[config.mk]
export PLATFORM = sky130hd
export DESIGN_NAME = ospi_flash_page_buf
export DESIGN_NICKNAME = d
export VERILOG_FILES = /design/src/rtl/ospi_flash_page_buf.sv
export SDC_FILE = /design/constraint.sdc
export NUM_CORES = 1
export LEC_CHECK = 0
export BUFFER_PORTS_ARGS = -buffer_cell sky130_fd_sc_hd__buf_2
export CORE_MARGIN = 2
export CORE_UTILIZATION = 38
export CTS_CLUSTER_DIAMETER = 30
export DETAILED_ROUTE_END_ITERATION = 12
export PLACE_DENSITY = 0.64
export SLEW_MARGIN = 20
export SYNTH_ARGS = -nofsm -noshare
export SYNTH_HDL_FRONTEND = slang
export SYNTH_SLANG_ARGS = --single-unit
[constraint.sdc]
create_clock -name clk -period 1.5 [get_ports clk]
set_input_delay 0.15 -clock clk [delete_from_list [all_inputs] [get_ports clk]]
set_output_delay 0.15 -clock clk [all_outputs]
set_load 0.05 [all_outputs]
[src/rtl/ospi_flash_page_buf.sv]
// Page program buffer: PAGE_SIZE data bytes plus a
// valid bitmap, written one slot at a time.
module ospi_flash_page_buf #(
  parameter int PAGE_SIZE = 16
) (
  input  logic                         clk,
  input  logic                         reset_n,
  input  logic                         we,
  input  logic [$clog2(PAGE_SIZE)-1:0] slot,
  input  logic [7:0]                   wdata,
  input  logic                         clr,
  output logic [PAGE_SIZE-1:0][7:0]    rd_data,
  output logic [PAGE_SIZE-1:0]         valid
);

  always_ff @(posedge clk or negedge reset_n) begin
    if (!reset_n) begin
      valid <= '0;
    end else if (clr) begin
      valid <= '0;
    end else if (we) begin
      valid[slot] <= 1'b1;
    end
  end

  always_ff @(posedge clk) begin
    if (we) rd_data[slot] <= wdata;
  end

endmodule

-- Yosys cells after proc, flatten, opt, wreduce, memory -nomap -nowiden
Index checks and enable logic that the tools add are counted.
- word-level logic and storage cells: 29
- register bits after elaboration: 144
- input bits: 16
- output and inout bits: 144
- mux-type cells: 7
- order comparisons: 2
- bitwise gates (word level): 1
- reduce and logical (&&, ||, !) cells: 2
- operators with widths (kind ; number):
    $bwmux W128 ; 1
    $demux W8 S4 ; 1
    $mux W16 ; 2
    $or A16 B16 Y16 ; 1
    $mux W8 ; 1
    $lt A4 B5 Y1 const B ; 1
    $demux W1 S4 ; 1
    $ge A4 B1 Y1 const B ; 1
    $reduce_bool A2 Y1 ; 1
    $logic_and A1 B1 Y1 ; 1
    $mux W1 ; 1

-- Logic depth before layout (Yosys ltp)
Gate-level depths: netlist of the first run.
- word-level depth: 7
- mapped depth: 3

-- Worst setup path after synthesis of the first run
No wires, ideal clock.
- kind: input -> register
- from: in slot[0]
- to: reg rd_data[100] in the netlist's numbering (enable)
- arrival time: 1075 ps
- setup slack: 55 ps
- cell stages on the path: 3
- path buffers: 1
- path through: or3b_1 -> buf_2 -> nor2_1
- RTL lines (item ; RTL line ; RTL):
    start, declared ; 9 ; input logic [$clog2(PAGE_SIZE)-1:0] slot,
    end signal, assigned by index ; 27 ; if (we) rd_data[slot] <= wdata;
    end, declared ; 12 ; output logic [PAGE_SIZE-1:0][7:0] rd_data,

-- Worst setup path in the final report of the first run
- from: reg valid[9]
- to: out valid[9]
- RTL lines (item ; RTL line ; RTL):
    start, declared ; 13 ; output logic [PAGE_SIZE-1:0] valid
    start signal, assigned ; 18 ; valid <= '0;
    start signal, assigned ; 20 ; valid <= '0;
    start signal, assigned by index ; 22 ; valid[slot] <= 1'b1;
No word-level cell between the ends.

==> results of run 1 <==
## logic make-up (layout without fill, tap and decap cells)
group           count (synthesis)  after routing  share of synthesized area [%]
compound gates                 16             16                          2.714
flops                         144            144                          92.05
buf+inv                        21            230                          1.845
simple gates                   27             27                          3.392
## Yosys cell counts
cell type  instances
or3b_4             2
o22ai_2            4
nor3_1             3
or3b_1             1
nand3_1            1
nor2_1            12
nand2_1            1
edfxtp_1         128
dfrtp_1           16
nor3_2             1
or3_4              1
o22ai_1           12
nand2b_1           2
inv_1             16
nand3b_1           3
buf_2              5
## power by group
part	switching [mW]	leakage, nW	internal (mW)	total, mW
registers	0.0219	1.38	4.45	4.47
clock network	1.55	0.296	2.77	4.32
logic	0.439	0.843	0.0992	0.539
## final timing paths
check | startpoint | to | slack (ps)
hold reg to reg | valid[13] | valid[13] | 530
setup / recovery | valid[9] | valid[9] | 310
min in group asynchronous | reset_n | valid[1] | 180
max in group asynchronous | reset_n | valid[11] | 1050
hold / removal | we | valid[11] | 130
setup reg to reg | valid[0] | valid[0] | 850
## metrics by stage
step / hold WS, ps / area [sq um]
6_report: 132.3 / 6359
3_3_place_gp: 72.86 / 5731
2_1_floorplan: -145.6 / 4611
4_1_cts: 98.59 / 6359
3_5_place_dp: 87.54 / 5731
5_1_grt: 140.9 / 6359
## final cells by class
class,instances,area share (%)
Inverter,16,0.9445
Timing Repair Buffer,182,15.27
Tap cell,147,2.893
Sequential cell,144,66.75
Multi-Input combinational cell,43,4.427
Clock inverter,15,3.030
Clock buffer,17,6.690
## registers in the layout, indices dropped and copies added (netlist names)
signal,cells
valid,16
rd_data,128
## tightest hold or removal path, stage by stage
cell     delay [ps]
buf_2           120
nand3_1         130
o22ai_1         100
## per-layer routing
metal	GRT usage [%]	vias to the layer above	routed length [um]
met1	20.50	1351	4496
met2	26.83	115	5161
li1	-	1191	-
met5	0	-	0
met4	5.772	0	128
met3	6.564	11	821
==> results.toml, run 1 <==
[status]
status = "finished, final reports clean"

[finish]
drive_gt1_share_pct = 52.76
seq_area_sq_mm = 0.004244
final_common_cell = "buf_2"
layout_common_cells = "buf_2 (159), edfxtp_1 (128), buf_4 (22)"
nFillCells = 979
area_growth_pct = 37.91
multi_input_area_sq_um = 281.5
antennaDiodeCount = 0
finalNetCount = 420
final_util_pct = 53.38
final_cells = 564

[sta]
slew_violations = 0
setup_ws_ps = 306.0
tns_ps = 0
slew_headroom_pct = 72.11
fin_skew_ps = 0
hold_viol_final = 0
rsz0062_at_grt = "false"
max_freq_ghz = 0.8375
post-route-period-util_pct = 79.60
report.final.setup_viol = 0
tightest_slew_ps = 418.4
finalCriticalPeriod_ps = 1194

[routing]
drt_iter0_markers = 163
routed_wl_um = 10610
ant_nets = 0
num_vias = 2668
via_per_inst = 4.730
dr.pass1.iters = 4
drc = 0
detail_route.wl_per_cell_um = 18.81

[floorplanning]
die_y_um = 114.2
design.core.area_sq_mm = 0.01191
floorplan.initialDensity_pct = 38.71
rows = 40
die_w_um = 114.2
num_io_pins = 160
die-area_sq_mm = 0.01303

[critical_path]
startpoint_type = "flip-flop"
cp-end-kind = "output port"
crit_family = "flip-flops"
reg2reg_depth = 2
crit_chain = "buf_2"
crit_slowest_cell = "dfrtp_1"
critPathMaxFanout = 2
worst-path-stages = 1
required_ps = 1350
critPathKind = "flip-flop to output port"
max_stage_delay_ps = 360
path_buf_inv = 1
cp.arrival_ps = 1040

[clock_network]
cts-root-buf = "clkbuf_16"
cts_tree = "built"
cts.sinks = 144
ctsHoldBuffers = 1
clk_latency_ps = 400
clk_pin_slew_worst_paths_ps = 60
clock_path_buffers = 2
cts-htree-levels = 4
numCtsBuffers = 17
cts_setup_buffers = 0
cts_resized = 0

[worst_hold_path]
hp-class = "primary input to flip-flop"
worstHoldPathCells = 3

[synth]
synth.cell_area_sq_mm = 0.004611
ys_warn_count = 0
netlist.top_cell.by_area = "edfxtp_1"
synth_top_cell_area_share_pct = 83.36
syn-mean-instance-area_sq_um = 22.17
ys_seq_area_share_pct = 92.05
yosysUniqueCellTypes = 16
synth.net_count = 224
yosys_register_bits = 144
synthCells = 208
ys_top_cells_by_area = "edfxtp_1 (83%), dfrtp_1 (8.7%), o22ai_1 (1.6%)"

[grt]
grt_pass1_wl_um = 15210
grt_antenna_before_repair = 0
grt_max_degree = 21
gr-total-overflow = 0
grt_pass1_vias = 2604
grt.total_usage_pct = 16.61

[pwr]
p_leak_nw = 2.518
peakVddDrop_mv = 0.8651
p_per_area_mw_per_mm2 = 1467
fin_total_pwr_mw = 9.328

[placement]
dp_slack_ps = 75.93
place.gp.congestion = 0.7349
dp_cells = 531
dp_hpwl_um = 6915
portBuffers = 159

[flow_run]
maxCapViolations = 0
Note: power is estimated with default switching activity, not from simulation.
==> run 2: changes to the inputs <==
- PLACE_DENSITY: 0.64 -> 0.67
- clock period: 1.5 -> 0.98 ns (I/O delays scaled with it)
==> results.toml, run 2 (synthesized netlist as in run 1, its figures left out) <==
[pwr]
fin_total_pwr_mw = 14.33
peakVddDrop_mv = 0.9650
p_leak_nw = 2.874
p_per_area_mw_per_mm2 = 1927

[clock_network]
cts_tree = "built"
clk_pin_slew_worst_paths_ps = 60
cts.sinks = 144
numCtsBuffers = 17
clk_latency_ps = 410
cts-root-buf = "clkbuf_16"
cts-htree-levels = 4
clock_path_buffers = 2

[routing]
drt_iter0_markers = 201
dr.pass1.iters = 4
drc = 0
num_vias = 2718
detail_route.wl_per_cell_um = 20.93
via_per_inst = 4.719
routed_wl_um = 12060
ant_nets = 0

[floorplanning]
num_io_pins = 160
die-area_sq_mm = 0.01303
die_w_um = 114.2
die_y_um = 114.2
floorplan.initialDensity_pct = 38.71
rows = 40
design.core.area_sq_mm = 0.01191

[critical_path]
cp-end-kind = "output port"
crit_chain = "buf_6"
critPathKind = "flip-flop to output port"
required_ps = 880
max_stage_delay_ps = 420
critPathMaxFanout = 1
crit_slowest_cell = "edfxtp_1"
startpoint_type = "flip-flop"
path_buf_inv = 1
cp.arrival_ps = 1000
crit_family = "flip-flops"

[grt]
gr-total-overflow = 0
grt_pass1_vias = 2883
grt_antenna_before_repair = 0
grt.total_usage_pct = 18.91
grt_max_degree = 17
grt_pass1_wl_um = 17420

[finish]
finalNetCount = 432
fin_area_sq_mm = 0.007440
seq_area_sq_mm = 0.004244
top_regs = "rd_data x128, valid x16"
area_growth_pct = 61.36
multi_input_area_sq_um = 347.8
antennaDiodeCount = 0
final_common_cell = "buf_6"
layout_common_cells = "buf_6 (146), edfxtp_1 (128), buf_4 (30)"
drive_gt1_share_pct = 56.41
nFillCells = 853
final_cells = 576
regMostFlops = "rd_data"
largest_reg_flops = 128

[sta]
finalCriticalPeriod_ps = 1095
slew_headroom_pct = 70.89
max_freq_ghz = 0.9133
tns_ps = -11330
slew_violations = 0
setup_ws_ps = -114.9
report.final.setup_viol = 144
tightest_slew_ps = 436.7
fin_skew_ps = 0
fin_hold_ws_ps = 70.26
post-route-period-util_pct = 111.7
hold_viol_final = 0
rsz0062_at_grt = "true"

[status]
status = "complete, but fails checks"
violations = "negative setup slack"

[flow_run]
maxCapViolations = 0

[placement]
dp_hpwl_um = 7303
place.gp.congestion = 0.7467
portBuffers = 159
post_dp_cell_area_sq_mm = 0.005857
dp_cells = 539

[worst_hold_path]
hp-class = "primary input to flip-flop"
==> run 2: cell types whose count changed in the layout (fill, tap and decap cells not counted), moves of 3 or more <==
cell       before  now
buf_6           0  146
buf_2         159   15
buf_4          22   30
nor2_1         12    4
clkbuf_16      17   22
bufinv_16       4    0
nor2_2          0    4
nor2_4          0    4
clkbuf_1        0    3
nor3_1          3    0
==> run 2: worst min-delay path: cells and delay by family <==
family          cells  cell delay (ps)
simple gates        1              150
buf+inv             1              130
compound gates      1               60
==> run 2: report_power, final <==
group | leakage [nW] | switching, mW | internal [mW] | total (mW)
Sequential | 1.38 | 0.0622 | 6.82 | 6.88
Combinational | 1.19 | 0.706 | 0.319 | 1.03
Clock | 0.306 | 2.29 | 4.13 | 6.42
==> run 2: routing by layer <==
layer | part of all wire [%] | GRT usage [%] | vias to the layer above
li1 | - | - | 1211
met2 | 52 | 32.34 | 128
met4 | 0.85 | 6.179 | 0
met1 | 39 | 21.71 | 1369
met5 | 0 | 0 | -
met3 | 8.5 | 7.729 | 10
==> run 2: repair_timing <==
item	CTS	global route
resized for setup	288	6
pin swaps	0	0
endpoints found under the hold margin	17	0
setup buffers	1	2
gates cloned	0	0
setup endpoints to repair	144	182
hold buffers	2	0
==> run 2: area by class of cell <==
cell class | instances | share of cell area [%]
Multi-Input combinational cell | 43 | 4.675
Timing Repair Buffer | 194 | 26.67
Tap cell | 147 | 2.472
Clock inverter | 5 | 0.4036
Clock buffer | 27 | 7.921
Sequential cell | 144 | 57.05
Inverter | 16 | 0.8073
==> run 2: worst paths after layout <==
path	start	depth (start not counted)	to	slack (ps)
worst max-delay path	rd_data[37]	1	rd_data[37]	-110
worst min-delay path	clr	3	valid[0]	70
worst max register to register	valid[11]	3	valid[11]	200
worst min register to register	valid[10]	2	valid[10]	560
max in group asynchronous	reset_n	2	valid[12]	590
min in group asynchronous	reset_n	2	valid[2]	130
==> run 2: per-stage QoR <==
stage | setup slack, ps | util (%)
CTS | -140.5 | 62.16
floorplan | -261.4 | -
global placement | -396.1 | 49.17
finish | -114.9 | 62.46
global route | -146.3 | 62.46
detailed placement | -425.4 | 49.17
